### config.mk
export PLATFORM = sky130hd
export DESIGN_NAME = ascon_permutation
export DESIGN_NICKNAME = d
export VERILOG_FILES = /design/src/rtl/ascon_permutation_pkg.sv /design/src/rtl/ascon_permutation_round_constant.sv /design/src/rtl/ascon_permutation.sv
export SDC_FILE = /design/constraint.sdc
export NUM_CORES = 2
export LEC_CHECK = 0
export ABC_AREA = 1
export ABC_CLOCK_PERIOD_IN_PS = 2800
export BUFFER_PORTS_ARGS = -buffer_cell sky130_fd_sc_hd__buf_4
export CAP_MARGIN = 25
export CORE_ASPECT_RATIO = 2
export CORE_UTILIZATION = 59
export DETAILED_ROUTE_END_ITERATION = 7
export HOLD_SLACK_MARGIN = 0.15
export PLACE_DENSITY = 0.92
export RECOVER_POWER = 25
export SYNTH_ARGS = -nofsm -noshare
export SYNTH_HDL_FRONTEND = slang
export SYNTH_SLANG_ARGS = --single-unit
export TNS_END_PERCENT = 5
### constraint.sdc
create_clock -name clk -period 2.8 [get_ports clk]
set_input_delay 0.14 -clock clk [delete_from_list [all_inputs] [get_ports clk]]
set_output_delay 0.14 -clock clk [all_outputs]
set_load 0.03 [all_outputs]
### src/rtl/ascon_permutation_pkg.sv
// Shared definitions for the Ascon permutation: FSM encoding, legal round
// counts, linear-layer rotation amounts, the 5-bit S-box and small helpers.
package ascon_permutation_pkg;

    typedef enum logic [1:0] {
        ST_IDLE  = 2'd0,
        ST_LOAD  = 2'd1,
        ST_ROUND = 2'd2,
        ST_FIN   = 2'd3
    } fsm_state_e;

    localparam logic [3:0] ROUNDS_6  = 4'd6;
    localparam logic [3:0] ROUNDS_8  = 4'd8;
    localparam logic [3:0] ROUNDS_12 = 4'd12;

    // Right-rotation pair applied to word xN in the linear layer
    localparam int unsigned ROT_A [5] = '{32'd19, 32'd61, 32'd1, 32'd10, 32'd7};
    localparam int unsigned ROT_B [5] = '{32'd28, 32'd39, 32'd6, 32'd17, 32'd41};

    // Index is {x0,x1,x2,x3,x4} bit column, x0 as MSB; output uses same order
    localparam logic [4:0] SBOX [32] = '{
        5'h04, 5'h0b, 5'h1f, 5'h14, 5'h1a, 5'h15, 5'h09, 5'h02,
        5'h1b, 5'h05, 5'h08, 5'h12, 5'h1d, 5'h03, 5'h06, 5'h1c,
        5'h1e, 5'h13, 5'h07, 5'h0e, 5'h00, 5'h0d, 5'h11, 5'h18,
        5'h10, 5'h0c, 5'h01, 5'h19, 5'h16, 5'h0a, 5'h0f, 5'h17
    };

    function automatic logic rounds_legal(input logic [3:0] n);
        return (n == ROUNDS_6) || (n == ROUNDS_8) || (n == ROUNDS_12);
    endfunction

    function automatic logic [63:0] ror64(input logic [63:0] v, input int unsigned n);
        return (v >> n) | (v << (32'd64 - n));
    endfunction

    // Constant for absolute round index i (0..11 of the full 12-round schedule)
    function automatic logic [7:0] rc_value(input logic [3:0] idx);
        return {4'hF - idx, idx};
    endfunction

endpackage

### src/rtl/ascon_permutation_round_constant.sv
// Round-constant source: after start, emits one registered r_con per cycle,
// beginning at schedule index 12-rounds; done marks the final constant.
module round_constant
    import ascon_permutation_pkg::*;
(
    input  logic       clk,
    input  logic       rst,
    input  logic       start,
    input  logic [3:0] rounds,
    output logic [7:0] r_con,
    output logic       done
);

    localparam logic [3:0] LAST_IDX = 4'd11;

    logic [3:0] idx_r;
    logic       active_r;
    logic [7:0] r_con_r;
    logic       done_r;
    logic [3:0] first_idx_s;
    logic [3:0] next_idx_s;

    assign first_idx_s = 4'd12 - rounds;
    assign next_idx_s  = idx_r + 4'd1;

    // Schedule index, active flag and registered constant/done outputs
    always_ff @(posedge clk) begin
        if (rst) begin
            idx_r    <= 4'd0;
            active_r <= 1'b0;
            r_con_r  <= 8'd0;
            done_r   <= 1'b0;
        end else if (start) begin
            idx_r    <= first_idx_s;
            active_r <= 1'b1;
            r_con_r  <= rc_value(first_idx_s);
            done_r   <= (first_idx_s == LAST_IDX);
        end else if (active_r) begin
            if (idx_r == LAST_IDX) begin
                active_r <= 1'b0;
                r_con_r  <= 8'd0;
                done_r   <= 1'b0;
            end else begin
                idx_r    <= next_idx_s;
                r_con_r  <= rc_value(next_idx_s);
                done_r   <= (next_idx_s == LAST_IDX);
            end
        end else begin
            r_con_r <= 8'd0;
            done_r  <= 1'b0;
        end
    end

    assign r_con = r_con_r;
    assign done  = done_r;

endmodule

### src/rtl/ascon_permutation.sv
// Iterative Ascon permutation: one full round per clock over a 320-bit state,
// with round constants supplied by a round_constant instance.
module ascon_permutation
    import ascon_permutation_pkg::*;
(
    input  logic         clk,
    input  logic         rst,
    input  logic         start,
    input  logic [3:0]   rounds,
    input  logic [319:0] state_in,
    output logic [319:0] state_out,
    output logic         busy,
    output logic         done,
    output logic         err
);

    fsm_state_e       state_r;
    fsm_state_e       next_state_s;
    logic [0:4][63:0] x_r;
    logic [319:0]     state_out_r;
    logic [3:0]       rounds_r;
    logic [3:0]       round_cnt_r;
    logic             busy_r;
    logic             done_r;
    logic             err_r;

    logic             rc_start_s;
    logic [7:0]       r_con_s;
    logic             rc_done_s;
    logic             legal_s;
    logic             last_round_s;
    logic [0:4][63:0] add_s;
    logic [0:4][63:0] sbox_s;
    logic [0:4][63:0] round_s;
    logic [4:0]       col_s;

    round_constant u_round_constant (
        .clk    (clk),
        .rst    (rst),
        .start  (rc_start_s),
        .rounds (rounds_r),
        .r_con  (r_con_s),
        .done   (rc_done_s)
    );

    assign legal_s      = rounds_legal(rounds_r);
    assign last_round_s = rc_done_s | (round_cnt_r == rounds_r - 4'd1);

    // One Ascon round: constant into x2, bit-sliced S-box, then linear diffusion
    always_comb begin
        add_s       = x_r;
        add_s[2]    = x_r[2] ^ {56'd0, r_con_s};
        sbox_s      = '0;
        round_s     = '0;
        col_s       = 5'd0;
        for (int i = 0; i < 64; i++) begin
            col_s = SBOX[{add_s[0][i], add_s[1][i], add_s[2][i], add_s[3][i], add_s[4][i]}];
            sbox_s[0][i] = col_s[4];
            sbox_s[1][i] = col_s[3];
            sbox_s[2][i] = col_s[2];
            sbox_s[3][i] = col_s[1];
            sbox_s[4][i] = col_s[0];
        end
        for (int j = 0; j < 5; j++) begin
            round_s[j] = sbox_s[j] ^ ror64(sbox_s[j], ROT_A[j]) ^ ror64(sbox_s[j], ROT_B[j]);
        end
    end

    // Next-state and round-constant start control
    always_comb begin
        next_state_s = state_r;
        rc_start_s   = 1'b0;
        case (state_r)
            ST_IDLE: begin
                if (start) begin
                    next_state_s = ST_LOAD;
                end else begin
                    next_state_s = ST_IDLE;
                end
            end
            ST_LOAD: begin
                rc_start_s = 1'b1;
                if (legal_s) begin
                    next_state_s = ST_ROUND;
                end else begin
                    next_state_s = ST_FIN;
                end
            end
            ST_ROUND: begin
                if (last_round_s) begin
                    next_state_s = ST_FIN;
                end else begin
                    next_state_s = ST_ROUND;
                end
            end
            ST_FIN: begin
                next_state_s = ST_IDLE;
            end
            default: begin
                next_state_s = ST_IDLE;
            end
        endcase
    end

    // State register, working state, round counter and registered status outputs
    always_ff @(posedge clk) begin
        if (rst) begin
            state_r     <= ST_IDLE;
            x_r         <= '0;
            state_out_r <= 320'd0;
            rounds_r    <= 4'd0;
            round_cnt_r <= 4'd0;
            busy_r      <= 1'b0;
            done_r      <= 1'b0;
            err_r       <= 1'b0;
        end else begin
            state_r <= next_state_s;
            busy_r  <= (next_state_s != ST_IDLE);
            done_r  <= (next_state_s == ST_FIN);
            case (state_r)
                ST_IDLE: begin
                    if (start) begin
                        x_r      <= state_in;
                        rounds_r <= rounds;
                        err_r    <= 1'b0;
                    end
                end
                ST_LOAD: begin
                    round_cnt_r <= 4'd0;
                    err_r       <= ~legal_s;
                    // Illegal count skips the rounds and publishes the input untouched
                    if (!legal_s) begin
                        state_out_r <= x_r;
                    end
                end
                ST_ROUND: begin
                    x_r         <= round_s;
                    round_cnt_r <= round_cnt_r + 4'd1;
                    if (last_round_s) begin
                        state_out_r <= round_s;
                    end
                end
                default: begin
                    round_cnt_r <= round_cnt_r;
                end
            endcase
        end
    end

    assign state_out = state_out_r;
    assign busy      = busy_r;
    assign done      = done_r;
    assign err       = err_r;

endmodule

==> impl_metrics.env, run 1 <==
export IMPL_status="did not finish"
export IMPL_stop_stage="global routing (5_1_grt)"
export IMPL_firstError="[ERROR GRT-0116] Global routing finished with congestion. Check the congestion regions in the DRC Viewer."
export IMPL_dp_final_hpwl_mm=196.0
export IMPL_yosysTopAreaCell="dfxtp_1"
export IMPL_synth_area_sq_um=48240
export IMPL_grt_overflow=81
export IMPL_yosys_cell_types_count=40
export IMPL_synthFlopType="dfxtp_1"
export IMPL_placed_area_sq_um=57230
export IMPL_gp_congestion=1.223
export IMPL_dp_slack_ns=-0.05135
export IMPL_synth_top_area_share=0.2768
export IMPL_cts_sinks=667
export IMPL_grt_pass1_vias=67520
export IMPL_die_h_um=406.4
export IMPL_synthMostInstantiatedCell="nand2_1"
export IMPL_start_util=0.5948
export IMPL_async_reset_ff_frac=0
export IMPL_pin_count=650
export IMPL_ys_top_cells_by_area="dfxtp_1 (28%), a21oi_1 (14%), nand2_1 (13%)"
export IMPL_synth_warnings=0
export IMPL_grt_pass1_wl_mm=476.3
export IMPL_netlist_top_cells_count="nand2_1 (1642), a21oi_1 (1396), dfxtp_1 (667)"
export IMPL_synth_cells=7315
export IMPL_clock_path_buffers=3
export IMPL_grt_max_degree=162
export IMPL_grt_usage=0.7802
export IMPL_numCtsBuffers=60
export IMPL_ys_ff_latch=667
export IMPL_row_count=148
export IMPL_cts_root_buffer="clkbuf_16"
export IMPL_syn_avg_cell_area_sq_um=6.595
export IMPL_yosysSeqAreaShare=0.2768
export IMPL_syn_num_nets=8019
export IMPL_synth_edff_count=0
export IMPL_die_width_um=204.2
export IMPL_numPortBuffers=649
export IMPL_cts_max_level=2
## layer usage
layer | GRT overflow | GRT usage
met5 | 0 | 0.1247
met2 | 42 | 0.9621
met4 | 39 | 0.8665
met1 | 0 | 0.7678
met3 | 0 | 0.5890
## timing repair
| action | in CTS |
|---|---|
| gates resized for setup | 1 |
| endpoints found under the setup margin | 1 |
| hold buffers | 334 |
| endpoints found under the hold margin | 366 |
| pin swaps | 0 |
| setup buffers | 0 |
## stage by stage
step	TNS, ns	cells	hold slack [ns]
4_1_cts	0	9609	0.2534
3_5_place_dp	-0.05135	9163	0.4142
3_3_place_gp	-0.02417	9162	0.4131
2_1_floorplan	0	7315	0.2091
## cell families after synthesis
family | after synthesis | share of synthesized area
compound gates | 2400 | 0.2527
xor+xnor | 450 | 0.08404
fa+ha+maj | 377 | 0.09778
buf+inv | 1034 | 0.08782
flops | 667 | 0.2768
simple gates | 2387 | 0.2008
==> run 2: changes to the inputs <==
- CORE_ASPECT_RATIO: 2 -> not set
- CORE_UTILIZATION: 59 -> 40
- HOLD_SLACK_MARGIN: 0.15 -> not set
- PLACE_DENSITY: 0.92 -> not set
- PLACE_DENSITY_LB_ADDON: not set -> 0.15
==> run 2 against run 1 <==
Synthesized cell count unchanged. Area after synthesis unchanged. The run now ends clean.
==> impl_metrics.env, run 2 <==
export IMPL_status="completed"
export IMPL_tns_ns=0
export IMPL_yosys_cell_types_count=40
export IMPL_synth_cells=7315
export IMPL_final_common_cell="nand2_1"
export IMPL_fin_util=0.5277
export IMPL_holdWs_ns=0.2840
export IMPL_p_leak_uw=0.02921
export IMPL_grt_overflow=0
export IMPL_clkPwrFrac=0.171
export IMPL_grt_pass1_wl_mm=350.7
export IMPL_cts_root_buffer="clkbuf_16"
export IMPL_setup_ws_ns=0.1563
export IMPL_grt_max_degree=161
export IMPL_dr_pass1_iters=6
export IMPL_syn_num_nets=8019
export IMPL_ys_ff_latch=667
export IMPL_async_reset_ff_frac=0
export IMPL_power_density_nw_per_um2=1009
export IMPL_min_period_ns=2.644
export IMPL_yosysTopAreaCell="dfxtp_1"
export IMPL_cts_max_level=3
export IMPL_hold_violations=0
export IMPL_synth_area_sq_um=48240
export IMPL_synth_top_area_share=0.2768
export IMPL_syn2layout_area_growth_pct=31.07
export IMPL_clk_latency_ns=0.68
export IMPL_worst_r2r_setup_slack_ns=0.16
export IMPL_vdd_drop_max_mv=0.4990
export IMPL_row_count=127
export IMPL_dp_final_hpwl_mm=200.7
export IMPL_largest_reg_flops=320
export IMPL_clk_pin_slew_ns=0.06
export IMPL_die_h_um=349.3
export IMPL_reg2reg_from="add_s[97]"
export IMPL_worstPathRequired_ns=3.41
export IMPL_tightest_slew_ns=0.8784
export IMPL_die_area_sq_um=122000
export IMPL_synth_warnings=0
export IMPL_internal_power_uw=30660
export IMPL_drtIter0Drc=6325
export IMPL_wl_per_cell_um=24.50
export IMPL_syn_avg_cell_area_sq_um=6.595
export IMPL_grt_usage=0.3933
export IMPL_start_util=0.4026
export IMPL_final_nets=9260
export IMPL_reg2reg_to="add_s[225]"
export IMPL_cp_end_kind="flop"
export IMPL_gp_congestion=1.124
export IMPL_maxSlewViolCount=0
export IMPL_max_freq_mhz=378.3
export IMPL_synthMostInstantiatedCell="nand2_1"
export IMPL_viasPerCell=5.512
export IMPL_path_max_fanout=4
export IMPL_synth_edff_count=0
export IMPL_synthFlopType="dfxtp_1"
export IMPL_clock_skew_ns=0.02784
export IMPL_pin_count=650
export IMPL_vias=56440
export IMPL_hold_start="rst"
export IMPL_setup_viol_count_final=0
export IMPL_placeableCoreArea_sq_um=119800
export IMPL_numPortBuffers=649
export IMPL_wl_mm=250.8
export IMPL_dp_slack_ns=0.1689
export IMPL_hold_path_class="primary input to flop"
export IMPL_post_route_cells_drive_above_1_share=0.1400
export IMPL_cts_sinks=667
export IMPL_p_seq_frac=0.205
export IMPL_clock_path_buffers=3
export IMPL_hold_depth=3
export IMPL_power_switching_uw=33120
export IMPL_p_sw_frac=0.5193
export IMPL_post_route_period_util=0.9442
export IMPL_drc_errors=0
export IMPL_max_slew_margin=0.4144
export IMPL_postCtsSetupBuffers=0
export IMPL_grt_pass1_vias=50840
export IMPL_ys_top_cells_by_area="dfxtp_1 (28%), a21oi_1 (14%), nand2_1 (13%)"
export IMPL_min_to="u_round_constant.done"
export IMPL_yosysSeqAreaShare=0.2768
export IMPL_drv_cap=0
export IMPL_reg2regPathDepth=14
export IMPL_power_frac_comb=0.623
export IMPL_die_width_um=349.3
export IMPL_worstSetupPathType="flop to flop"
export IMPL_netlist_top_cells_count="nand2_1 (1642), a21oi_1 (1396), dfxtp_1 (667)"
export IMPL_rsz0062_at_grt="no"
export IMPL_antenna_found_initial=5
export IMPL_worstSetupStartpointType="flop"
export IMPL_postRouteAntennaNets=0
export IMPL_numCtsBuffers=78
export IMPL_final_cell_mix="nand2_1 (1641), a21oi_1 (1394), buf_4 (928), dfxtp_1 (667), inv_1 (635)"
export IMPL_cts_tree="built"
export IMPL_arrival_ns=3.26
==> run 2: cell counts after synthesis <==
Identical to the previous run, type by type.
==> run 2: power groups by stage <==
stage	clock network, uW	logic, uW	registers (uW)
floorplan	0	18400	14200
global placement	0	38400	13300
detailed placement	0	38600	13200
CTS	11000	39200	13100
global route	11400	41700	13200
finish	10900	39700	13100
==> run 2: area by class of cell <==
type / instances / area [sq um]
antenna: 8 / 20.02
clock buffer: 110 / 2337
clock inverter: 33 / 375.4
fill: 12080 / 56580
inverter: 655 / 2494
multi-input combinational: 5614 / 30720
sequential: 667 / 13350
tap: 1612 / 2017
timing repair buffer: 1540 / 11910
==> run 2: kinds of logic (layout without fill, tap and decap cells) <==
logic type | count (synthesis) | in the layout | synth area share
compound gates | 2400 | 2400 | 0.2527
xor+xnor | 450 | 450 | 0.08404
fa+ha+maj | 377 | 377 | 0.09778
buf+inv | 1034 | 2338 | 0.08782
flops | 667 | 667 | 0.2768
other cells | 0 | 8 | 0
simple gates | 2387 | 2387 | 0.2008
==> run 2: worst max path at each step <==
stage          cells after the start  slack, ns              to  startpoint
2_1_floorplan                      8       0.82      add_s[126]  add_s[126]
3_3_place_gp                      11       0.13       add_s[64]   add_s[17]
3_5_place_dp                      11       0.17       add_s[64]   add_s[17]
4_1_cts                           11       0.13       add_s[64]   add_s[17]
5_1_grt                           11       0.01  state_out[257]  state_r[1]
6_report                          14       0.16      add_s[225]   add_s[97]
==> run 2: per-layer routing <==
metal	up-vias	GRT usage	part of all wire
met5	-	0	0.00027
met4	10	0.1989	0.060
met3	526	0.06765	0.081
met2	2554	0.6336	0.45
met1	26660	0.5029	0.41
li1	26690	-	-
==> run 2: per-stage QoR <==
step           power [uW]  cells  area [sq um]
6_report            63770  10240         63230
5_1_grt             66260  10230         63210
4_1_cts             63190  10230         64120
3_5_place_dp        51820   9756         58080
3_3_place_gp        51710   9756         58080
2_1_floorplan       32560   7315         48240
==> run 2: repair_timing <==
item                                    CTS  global route
hold buffers                            332             0
endpoints found under the hold margin   332             0
endpoints found under the setup margin    0             4
gates resized for setup                   0             3
==> run 2: worst max-delay path, stage by stage, from the launching register on <==
cell	delay, ns
dfxtp_1	0.42
inv_1	0.10
ha_1	0.33
inv_1	0.07
nand3_1	0.09
o21ai_0	0.12
a21oi_1	0.14
nand2_1	0.06
nand2_1	0.31
inv_1	0.16
nand2_1	0.15
nand2_1	0.06
nand2_1	0.05
nand3_1	0.28
a21oi_1	0.23
Note: power is estimated with default switching activity, not from simulation.
